$ cat config.mk
export PLATFORM = sky130hd
export DESIGN_NAME = rle_run_packer
export DESIGN_NICKNAME = d
export VERILOG_FILES = /design/src/rtl/rle_run_packer.sv
export SDC_FILE = /design/constraint.sdc
export NUM_CORES = 1
export LEC_CHECK = 0
export CAP_MARGIN = 20
export CORE_ASPECT_RATIO = 0.75
export CORE_MARGIN = 2
export CORE_UTILIZATION = 40
export DETAILED_ROUTE_END_ITERATION = 16
export GPL_TIMING_DRIVEN = 0
export PLACE_DENSITY = 0.56
export SLEW_MARGIN = 20
export SYNTH_ARGS = -nofsm -noshare
export SYNTH_HDL_FRONTEND = slang
export SYNTH_SLANG_ARGS = --single-unit
$ cat constraint.sdc
create_clock -name CLK -period 4.15 [get_ports CLK]
set_clock_uncertainty 0.1 [all_clocks]
set_input_delay 0.83 -clock CLK [delete_from_list [all_inputs] [get_ports CLK]]
set_output_delay 0.83 -clock CLK [all_outputs]
set_load 0.01 [all_outputs]
$ cat src/rtl/rle_run_packer.sv
// Buffers RLE run records and end-of-image markers as 16-bit words, then
// serialises them MSB byte first on a valid/ready byte stream.
// Optional: define RLE_PACK_CHECKSUM_EN to append a per-frame XOR checksum after each marker.
module rle_run_packer #(
   parameter int LEN_W = 11,
   parameter int DEPTH = 64,
   parameter int CNT_W = 15
) (
   input  logic                       CLK,
   input  logic                       reset_n,
   input  logic                       enable,
   input  logic                       run_valid,
   input  logic [LEN_W-1:0]           run_len,
   input  logic                       run_colour,
   input  logic                       im_end,
   input  logic                       out_ready,
   output logic                       out_valid,
   output logic [7:0]                 out_byte,
   output logic [$clog2(DEPTH):0]     fifo_level,
   output logic                       overflow,
   output logic [CNT_W-1:0]           frame_count
);

   localparam int AW = $clog2(DEPTH);
   localparam int LW = AW + 1;

   typedef enum logic [2:0] {
      S_IDLE  = 3'd0,
      S_HI    = 3'd1,
      S_LO    = 3'd2
`ifdef RLE_PACK_CHECKSUM_EN
      , S_CK_HI = 3'd3,
      S_CK_LO = 3'd4
`endif
   } state_t;

   // FIFO storage and bookkeeping
   logic [15:0]      r_mem [DEPTH];
   logic [AW-1:0]    r_wr_ptr;
   logic [AW-1:0]    r_rd_ptr;
   logic [LW-1:0]    r_level;

   // write-side control
   logic             r_marker_pend;
   logic             r_overflow;
   logic [CNT_W-1:0] r_frame_count;

   // serialiser
   state_t           r_state;
   state_t           w_state_nxt;
   logic [15:0]      r_sh_reg;

   logic             w_full;
   logic             w_empty;
   logic             w_run_in;
   logic             w_mark_in;
   logic             w_write_marker;
   logic             w_write_run;
   logic             w_drop_run;
   logic             w_wr_en;
   logic [15:0]      w_wr_data;
   logic [15:0]      w_rd_data;
   logic [13:0]      w_len_ext;
   logic [15:0]      w_data_word;
   logic [15:0]      w_marker_word;
   logic             w_pop;

   assign w_full    = (r_level == LW'(DEPTH));
   assign w_empty   = (r_level == '0);
   assign w_run_in  = enable && run_valid;
   assign w_mark_in = enable && im_end;

   assign w_len_ext     = 14'(run_len);
   assign w_data_word   = {1'b0, run_colour, w_len_ext};
   assign w_marker_word = {1'b1, r_frame_count};

   // A pending marker owns the write port; any run that cannot be written
   // in a cycle is a lost record and is flagged as overflow.
   assign w_write_marker = r_marker_pend && !w_full;
   assign w_write_run    = w_run_in && !w_full && !r_marker_pend;
   assign w_drop_run     = w_run_in && !w_write_run;
   assign w_wr_en        = w_write_marker || w_write_run;
   assign w_wr_data      = w_write_marker ? w_marker_word : w_data_word;

   assign w_rd_data = r_mem[r_rd_ptr];

   // NOTE: the word array carries no reset; pointers and level alone decide
   // which entries are meaningful, so clearing the storage buys nothing.
   always_ff @(posedge CLK) begin
      if (w_wr_en) begin
         r_mem[r_wr_ptr] <= w_wr_data;
      end
   end

   // NOTE: every clocked block uses non-blocking assignments so all
   // registers update from the same pre-edge values.
   always_ff @(posedge CLK or negedge reset_n) begin
      if (!reset_n) begin
         r_wr_ptr <= '0;
         r_rd_ptr <= '0;
         r_level  <= '0;
      end else begin
         if (w_wr_en) begin
            r_wr_ptr <= r_wr_ptr + AW'(1);
         end
         if (w_pop) begin
            r_rd_ptr <= r_rd_ptr + AW'(1);
         end
         case ({w_wr_en, w_pop})
            2'b10:   r_level <= r_level + LW'(1);
            2'b01:   r_level <= r_level - LW'(1);
            default: r_level <= r_level;
         endcase
      end
   end

   always_ff @(posedge CLK or negedge reset_n) begin
      if (!reset_n) begin
         r_marker_pend <= 1'b0;
         r_overflow    <= 1'b0;
         r_frame_count <= '0;
      end else begin
         if (w_write_marker) begin
            r_marker_pend <= 1'b0;
            r_frame_count <= r_frame_count + CNT_W'(1);
         end
         if (w_drop_run) begin
            r_overflow <= 1'b1;
         end
         // a new end-of-image wins over the marker being retired this cycle
         if (w_mark_in) begin
            r_marker_pend <= 1'b1;
         end
      end
   end

`ifdef RLE_PACK_CHECKSUM_EN
   logic [15:0] r_ck;
   logic [15:0] w_ck_base;
   logic        w_ck_clear;

   assign w_ck_clear = (r_state == S_CK_LO) && out_ready;
   assign w_ck_base  = w_ck_clear ? 16'h0000 : r_ck;

   // only data words contribute; a data word loaded as the checksum retires
   // becomes the first term of the next frame
   always_ff @(posedge CLK or negedge reset_n) begin
      if (!reset_n) begin
         r_ck <= '0;
      end else if (w_pop && !w_rd_data[15]) begin
         r_ck <= w_ck_base ^ w_rd_data;
      end else begin
         r_ck <= w_ck_base;
      end
   end
`endif

   always_ff @(posedge CLK or negedge reset_n) begin
      if (!reset_n) begin
         r_state  <= S_IDLE;
         r_sh_reg <= '0;
      end else begin
         r_state <= w_state_nxt;
         if (w_pop) begin
            r_sh_reg <= w_rd_data;
         end
      end
   end

   // NOTE: every signal driven here gets a default first, so no path can
   // leave one unassigned and infer a latch.
   always_comb begin
      w_state_nxt = r_state;
      w_pop       = 1'b0;
      out_valid   = 1'b0;
      out_byte    = 8'h00;
      case (r_state)
         S_IDLE: begin
            if (!w_empty) begin
               w_pop       = 1'b1;
               w_state_nxt = S_HI;
            end
         end
         S_HI: begin
            out_valid = 1'b1;
            out_byte  = r_sh_reg[15:8];
            if (out_ready) begin
               w_state_nxt = S_LO;
            end
         end
         S_LO: begin
            out_valid = 1'b1;
            out_byte  = r_sh_reg[7:0];
            if (out_ready) begin
`ifdef RLE_PACK_CHECKSUM_EN
               if (r_sh_reg[15]) begin
                  w_state_nxt = S_CK_HI;
               end else
`endif
               if (!w_empty) begin
                  w_pop       = 1'b1;
                  w_state_nxt = S_HI;
               end else begin
                  w_state_nxt = S_IDLE;
               end
            end
         end
`ifdef RLE_PACK_CHECKSUM_EN
         S_CK_HI: begin
            out_valid = 1'b1;
            out_byte  = r_ck[15:8];
            if (out_ready) begin
               w_state_nxt = S_CK_LO;
            end
         end
         S_CK_LO: begin
            out_valid = 1'b1;
            out_byte  = r_ck[7:0];
            if (out_ready) begin
               if (!w_empty) begin
                  w_pop       = 1'b1;
                  w_state_nxt = S_HI;
               end else begin
                  w_state_nxt = S_IDLE;
               end
            end
         end
`endif
         default: begin
            w_state_nxt = S_IDLE;
         end
      endcase
   end

   assign fifo_level  = r_level;
   assign overflow    = r_overflow;
   assign frame_count = r_frame_count;

endmodule

Word level (Yosys, flattened, before mapping)
Memories as Yosys holds them, arrays and structs flattened. A register that Yosys moved wholly into a read port is not among the register bits.
Index checks and enable logic that the tools add are counted.
Widths: inputs -> output; s select.
{"block": "op_classes", "n_addsub": 5, "n_eq_ne": 8, "muxes": 16, "n_reduce_logical": 17}
{"cell": "$mux 16", "count": 1}
{"cell": "$pmux 8 s2", "count": 1}
{"cell": "$add 15x1->15 const B", "count": 1}
{"cell": "$pmux 7 s2", "count": 1}
{"cell": "$add 6x1->6 const B", "count": 2}
{"cell": "$mux 3", "count": 3}
{"cell": "$pmux 3 s3", "count": 1}
{"cell": "$mux 1", "count": 8}
{"cell": "$add 7x1->7 const B", "count": 1}
{"cell": "$eq 7x7->1 const B", "count": 1}
{"cell": "$logic_not 7->1", "count": 1}
{"cell": "$sub 7x1->7 const B", "count": 1}
{"cell": "$logic_and 1x1->1", "count": 6}
{"cell": "$ne 2x2->1 const B", "count": 3}
{"cell": "$logic_not 1->1", "count": 4}
{"cell": "$reduce_bool 2->1", "count": 2}
{"cell": "$eq 3x1->1 const B", "count": 1}
{"cell": "$eq 3x2->1 const B", "count": 1}
{"cell": "$logic_not 3->1", "count": 1}
{"cell": "$reduce_and 3->1", "count": 1}
{"cell": "$eq 2x1->1 const B", "count": 1}
{"cell": "$eq 2x2->1 const B", "count": 1}
{"cell": "$pmux 1 s2", "count": 1}
{"cell": "$reduce_or 2->1", "count": 1}
{"cell": "$logic_or 1x1->1", "count": 1}
{"block": "totals", "register_bits": 39, "mem_bits_rw": 1024, "output_inout_bits": 32, "word_cells": 54, "memories": 1}
{"name": "r_mem", "depth": 64, "word_bits": 16, "rd": 1, "rd_ports_with_merged_regs": 1, "write_ports": 1, "line_no": "38", "rtl": "logic [15:0] r_mem [DEPTH];"}

Longest topological paths before layout
Gate-level depths: netlist of run 1.
{"block": "depth", "ltp_word": 7, "ltp_mapped": 14, "depth_no_buf": 13}

Worst setup path before layout of run 1
Ideal clock, no wire load.
{"block": "synth_path", "path_type": "reg2reg", "from": "register r_level[1], in the netlist fifo_level[1]", "to": "memory r_mem[0][11] (data pin)", "setup_ns": 0.367, "arrival_ns": 3.491, "required_ns": 3.683, "slack_ns": 0.192, "stages_incl_launch_ff": 7, "path_buffers": 2, "path_cell_list": "dfrtp_1 > clkbuf_1 > nor2_1 > and3_1 > nor2_1 > clkbuf_1 > and2_1"}
{"block": "synth_between", "elab_chain_cells": 4}
{"element": "start, declared", "line_no": "41", "rtl": "logic [LW-1:0] r_level;"}
{"element": "start signal, assigned", "line_no": "110", "rtl": "2'b10: r_level <= r_level + LW'(1);"}
{"element": "start signal, assigned", "line_no": "111", "rtl": "2'b01: r_level <= r_level - LW'(1);"}
{"element": "start signal, assigned", "line_no": "112", "rtl": "default: r_level <= r_level;"}
{"element": "$eq 7x7->1", "line_no": "68", "rtl": "assign w_full = (r_level == LW'(DEPTH));"}
{"element": "$logic_not 1->1", "line_no": "79", "rtl": "assign w_write_marker = r_marker_pend && !w_full;"}
{"element": "$logic_and 1x1->1", "line_no": "79"}
{"element": "$mux 16", "line_no": "83", "rtl": "assign w_wr_data = w_write_marker ? w_marker_word : w_data_word;"}
{"element": "via w_wr_data[11]", "line_no": "61", "rtl": "logic [15:0] w_wr_data;"}
{"element": "end, declared", "line_no": "38"}
The timed path passes the listed nets, and every way through them passes these cells.

Worst setup path in the final report of run 1
{"block": "layout_path", "from": "register r_level[3], in the netlist fifo_level[3]", "to": "memory r_mem[58][11], enable pin"}
{"block": "layout_between", "elab_chain_cells": 7, "word_cells_on_any_way": 8, "cone_classes": "eq/ne (1); mux (2); reduce/logical (5)"}
{"element": "$eq 7x7->1 *", "line_no": "68"}
{"element": "$logic_not 1->1 *", "line_no": "79, 80"}
{"element": "$logic_and 1x1->1 (2 in series)", "line_no": "80", "rtl": "assign w_write_run = w_run_in && !w_full && !r_marker_pend;"}
{"element": "$logic_or 1x1->1 *", "line_no": "82", "rtl": "assign w_wr_en = w_write_marker || w_write_run;"}
{"element": "$mux 1 *", "line_no": "90", "rtl": "if (w_wr_en) begin"}
{"element": "$mux 1 (implied by the code) *", "line_no": "91", "rtl": "r_mem[r_wr_ptr] <= w_wr_data;"}
Mark *: on every way between the ends. The rest lies on a longest branch, timed or not.

==> impl_results.md, run 1 <==
* Core area at 105000 um2
* Root Driver: clkbuf_16
* Largest net degree at the start of global routing at 66
* Initial core utilization at 40.3%
* Cells after DPL at 3632
* Die area at 109000 um2
* Crit path kind: reg2reg
* CTS tree: built
* Yosys warns at 0
* Worst path max stage delay at 0.83 ns
* Ranking of synthesized cells by area: edfxtp_1, mux4_2, mux2i_1
* GRT overflow at 0
* Syn Area/Cell at 20.2 um2
* WP data arrival at 4.53 ns
* Delay-heaviest family, CP: simple AND/OR/NAND/NOR gates
* Buffer and inverter count on the worst path at 2
* Layout cell share with drive strength beyond 1 at 24.3%
* H-Tree Depth at 3
* Initial antenna violation count at 6
* Die Wd at 380 um
* CP Data Required Time at 4.46 ns
* Failing checks: setup timing
* FF/Latch Area at 32100 um2
* Finished Layout Cells at 3831
* Clock Sink Count at 1078
* CP cell instances: clkbuf_1 > nor2_1 > and3_1 > nor3_1 > nand2_1 > nor2_2 > buf_8
* Routed WL at 115 mm
* FMAX at 237 MHz
* Max Cap Viol at 0
* Total Power at 32900 uW
* Synthesized area at 42500 um2
* Vias in the first global route at 21700
* Outcome: finished, violations left
* Clock Tree Buf Depth at 3
* First-pass GRT wire length at 162 mm
* Final max-slew violation count at 0
* Router iterations before antenna repair at 5
* FILL cells at 8723
* Buffers on Ports at 49
* Seq/Total Area, Yosys at 75.6%
* Num CTS Buffers at 104
* Clock transition at the registers of the reported paths at 0.06 ns
* Max Fanout on Critical Path at 10
* Worst Tran Pin Value at 1.17 ns
* Critical path's slowest cell: nand2_1
* Clk Latency, worst-skew pair at 0.70 ns
* Post-DP HPWL at 76.9 mm
* Post-layout minimum cycle time at 4.22 ns
* WL/cell at 30.0 um
* GRT Util Overall at 21.0%
* Relative slew slack at 21.8%
* Power density over the cells at 667 nW/um2
* Tcrit/Tclk final at 102%
* Worst vdd ir at 0.328 mV
* Syn Nets at 2135
* #FFs+latches synth at 1078
* Vias at 22100
* Post-synth EDFFs at 1024
* Row cnt at 103
* Hold Worst Slack at 0.383 ns
* RSZ-0062 raised after global routing: true
* Hold Violations, Final at 0
* Setup-failing EPs final at 63
* Synth area leader: edfxtp_1
* Synth top cells by count: edfxtp_1, mux4_2, mux2i_1
* Leak Pwr at 0.0161 uW
* Post-synthesis cell type count at 60
* Nets@finish at 2356
* Synth top area share at 72.4%
* Post-synth ARST share at 5.01%
* Worst R2R Setup Slack at -0.07 ns
* Area grow syn2layout at 16.0%
* Via density at 5.78
* Remaining DRCs at 0
* Final ANT Viol Nets at 0
* Main synth FF type: edfxtp_1
* Crit. End Element: flip-flop
* Pre-CTS WS at -0.383 ns
* Mapped Cells at 2106
* Cell with the most instances after synthesis: edfxtp_1
* HP Class: reg2reg
* I/O Pins at 50
* Largest register FFs at 1024
* Setup crit start kind: flip-flop
* Final setup margin at -0.0716 ns
* Drt initial violations at 3020
* Area of the multi-input gates at 9940 um2
* Chip height at 286 um
* Gpl congestion at 0.955
worst paths after layout:
kind / startpoint / to / cells past startpoint
setup / recovery: fifo_level[3] / r_mem[58][11] / 7
hold / removal: overflow / overflow / 1
setup reg to reg: fifo_level[3] / r_mem[58][11] / 7
hold reg to reg: overflow / overflow / 1
max in group asynchronous: reset_n / r_sh_reg[1] / 3
min in group asynchronous: reset_n / frame_count[14] / 2
what timing repair did:
action / CTS / global route
hold endpoints to repair: 5 / 0
resized for setup: 4 / 2
pin swaps: 1 / 4
setup buffers: 1 / 4
hold buffers: 1 / 0
setup endpoints to repair: 107 / 212
logic make-up after synthesis:
group                      count (synthesis)  share of synthesized area [%]
muxes                                    397                           14.9
and+or+nand+nor                          209                           2.34
DFF                                     1078                           75.6
buffers and inverters                    130                           1.64
AOI/OAI and AO/OA                        249                           4.54
xor gates and xnor gates                  32                          0.660
adders and majority gates                 11                          0.324
power by group:
group          internal, uW  leakage (uW)  switching [uW]
clock network          5330       0.00162            4020
logic                  3960       0.00443            6650
registers             12600        0.0101             262
area by class of cell:
type	instances	share of cell area, %
inverters	6	0.0457
plain buffers	124	1.38
clock inverters	58	1.07
well taps	1417	3.60
repair buffers	115	2.91
clock buffers	134	5.64
diodes	1	0.00508
multi-input cells	898	20.2
flip-flops and latches	1078	65.2
stage by stage:
stage / TNS (ns) / utilization [%] / instance area [um2]
after floorplan: 0 / - / 42500
after global placement: -1173.75 / 42.5 / 44700
after detailed placement: -53.64 / 43.5 / 45800
after CTS: -1.04 / 46.7 / 49200
after global routing: -11.51 / 46.8 / 49200
final: -2.06 / 46.8 / 49300
per-layer routing:
| layer | track usage [%] | vias up | share of wire (%) |
|---|---|---|---|
| met5 | 0 | - | 0 |
| met4 | 4.97 | 0 | 2.0 |
| met3 | 5.17 | 148 | 10 |
| met2 | 30.1 | 1085 | 43 |
| met1 | 32.4 | 11700 | 45 |
| li1 | - | 9179 | - |
placed cells by master, fill, tap and decap left out, drive strengths merged, types with 17 or more instances in the layout:
cell type and count:
clkdlybuf4s50 48, a21o 20, mux2i 168, nor2b 17, clkbuf 185, a21oi 18, o221ai 44, clkinv 45
buf 139, mux2 46, mux4 183, nor2 80, dfrtp 54, nand2 50, edfxtp 1024, xnor2 19
No activity file was read; power rests on OpenSTA's default activity.
==> inputs of run 2 (changes only) <==
- CORE_UTILIZATION: 40 -> 45
- PLACE_DENSITY: 0.56 -> 0.62
- SKIP_LAST_GASP: unset -> 1
==> run 2 against run 1 <==
  * The flow now finishes without violations
  * First-iteration DRC count decreased by 2.1%
  * Core utilization rose by 5.5 points
  * Clock-buffer cell count is 10 lower
  * Non-clock buffer count increased by 2
  * Fmax rose by 3.3%
  * Critical path type unchanged
  * Clock power down 4.1%
  * Largest cell class unchanged
  * Global-route usage up 1.9 points
  * Total power shrank 1.6%
  * Final cell count decreased by 4.9%
==> impl_results.md, run 2 (same netlist as run 1, synthesis figures left out) <==
* Gpl congestion at 0.931
* Crit. End Element: flip-flop
* Final ANT Viol Nets at 0
* Setup-failing EPs final at 0
* Initial core utilization at 45.4%
* Router iterations before antenna repair at 6
* Comb power frac at 32.4%
* Vias in the first global route at 21600
* Worst vdd ir at 0.358 mV
* Largest net degree at the start of global routing at 69
* Worst Tran Pin Value at 1.25 ns
* Hold Violations, Final at 0
* Layout cell share with drive strength beyond 1 at 24.6%
* Routed WL at 111 mm
* FILL cells at 7318
* Post-layout minimum cycle time at 4.09 ns
* Hold path depth at 1
* WL/cell at 30.3 um
* Worst R2R Setup Slack at 0.06 ns
* CTS tree: built
* Die Wd at 359 um
* RSZ-0062 raised after global routing: true
* Remaining DRCs at 0
* Clk Latency, worst-skew pair at 0.68 ns
* Drt initial violations at 2957
* Largest register FFs at 1024
* Commonest cells after routing, fill and taps aside: edfxtp_1, mux4_2, mux2i_1
* HP Class: reg2reg
* Row cnt at 97
* Chip height at 270 um
* Worst R2R Path Depth at 7
* Root Driver: clkbuf_16
* Pre-CTS WS at -0.263 ns
* GRT overflow at 0
* WP data arrival at 4.37 ns
* Buffers on Ports at 49
* Max Fanout on Critical Path at 10
* Vias at 22000
* Num CTS Buffers at 99
* Core area at 93500 um2
* Clock transition at the registers of the reported paths at 0.06 ns
* Via density at 6.04
* First-pass GRT wire length at 157 mm
* Final max-slew violation count at 0
* Clock power share at 27.7%
* Leak Pwr at 0.0161 uW
* Commonest non-fill, non-tap cell in the layout: edfxtp_1
* Final setup margin at 0.0643 ns
* Crit path kind: reg2reg
* Relative slew slack at 17.0%
* Setup crit start kind: flip-flop
* Aggregate negative setup slack at 0 ns
* Sw Share at 33.2%
* Die area at 96800 um2
* P_sw at 10700 uW
* Area grow syn2layout at 15.0%
* GRT Util Overall at 22.9%
* Nets@finish at 2353
* Max Cap Viol at 0
* Tcrit/Tclk final at 98.4%
* FMAX at 245 MHz
* H-Tree Depth at 3
* Clock Sink Count at 1078
* CP Data Required Time at 4.44 ns
* Initial antenna violation count at 4
* Flop pwr share at 39.9%
* Outcome: complete, no violations
* I/O Pins at 50
* Clock Tree Buf Depth at 3
* Post-DP HPWL at 74.2 mm
* Internal power at 21600 uW
* Power density over the cells at 662 nW/um2
==> run 2: cell count changes in the layout (fill, tap and decap cells not counted), moves of 2 or more <==
cell / before / now
clkbuf_1: 73 / 67
bufinv_16: 10 / 7
nor2_2: 52 / 62
clkinv_2: 15 / 18
buf_12: 10 / 5
clkinvlp_4: 0 / 2
clkbuf_16: 106 / 102
buf_6: 38 / 45
nor2_4: 12 / 2
clkinv_1: 29 / 23
clkinv_4: 0 / 4
==> run 2: per-layer routing <==
layer	part of all wire (%)	vias up	global-route usage, %
met2	43	1027	32.3
met4	2.2	0	5.49
met1	45	11700	35.8
met5	0	-	0
li1	-	9156	-
met3	10	131	5.50
==> run 2: metrics by stage <==
stage	total power, uW	instances	utilization (%)	area (um2)	hold slack [ns]
3_3_place_gp	23200	3392	47.6	44500	0.351
4_1_cts	32300	3644	52.2	48800	0.391
3_5_place_dp	23500	3459	48.8	45600	0.374
6_report	32300	3645	52.2	48800	0.388
5_1_grt	33400	3644	52.2	48800	0.402
2_1_floorplan	19400	2106	-	42500	0.367
==> run 2: cell type report <==
type / instances / area [um2] / area share [%]
multi-input cells: 898 / 9890 / 20.3
inverters: 6 / 22.5 / 0.0461
well taps: 1237 / 1550 / 3.17
flip-flops and latches: 1078 / 32100 / 65.7
clock buffers: 124 / 2660 / 5.44
plain buffers: 123 / 673 / 1.38
repair buffers: 118 / 1430 / 2.92
diodes: 1 / 2.50 / 0.00513
clock inverters: 60 / 504 / 1.03
==> run 2: worst paths after layout <==
path,startpoint,to
worst min-delay path,overflow,overflow
max in group asynchronous,reset_n,r_sh_reg[11]
worst max-delay path,fifo_level[1],r_mem[8][1]
min in group asynchronous,reset_n,frame_count[13]
worst max register to register,fifo_level[1],r_mem[8][1]
worst min register to register,overflow,overflow
==> run 2: worst max-delay path, stage by stage, from the launching register on <==
cell and delay, ns:
dfrtp_1 0.35, clkbuf_1 0.41, nor2_1 0.18, and3_1 0.28, nor3_1 0.66, nand2_1 0.72, nor2_2 0.86, buf_6 0.24
==> run 2: repair_timing <==
item	4_1_cts	5_1_grt
hold endpoints to repair	6	0
pin swaps	0	1
setup buffers	0	1
gates cloned	0	0
hold buffers	1	0
resized for setup	1	3
endpoints found under the setup margin	1	63
==> run 2: power groups by stage <==
stage               registers (uW)  logic, uW  clock network, uW
floorplan                    13100       6310                  0
global placement             13100      10100                  0
detailed placement           13100      10300                  0
CTS                          12900      10400               9080
global route                 12900      11000               9520
finish                       12900      10500               8960
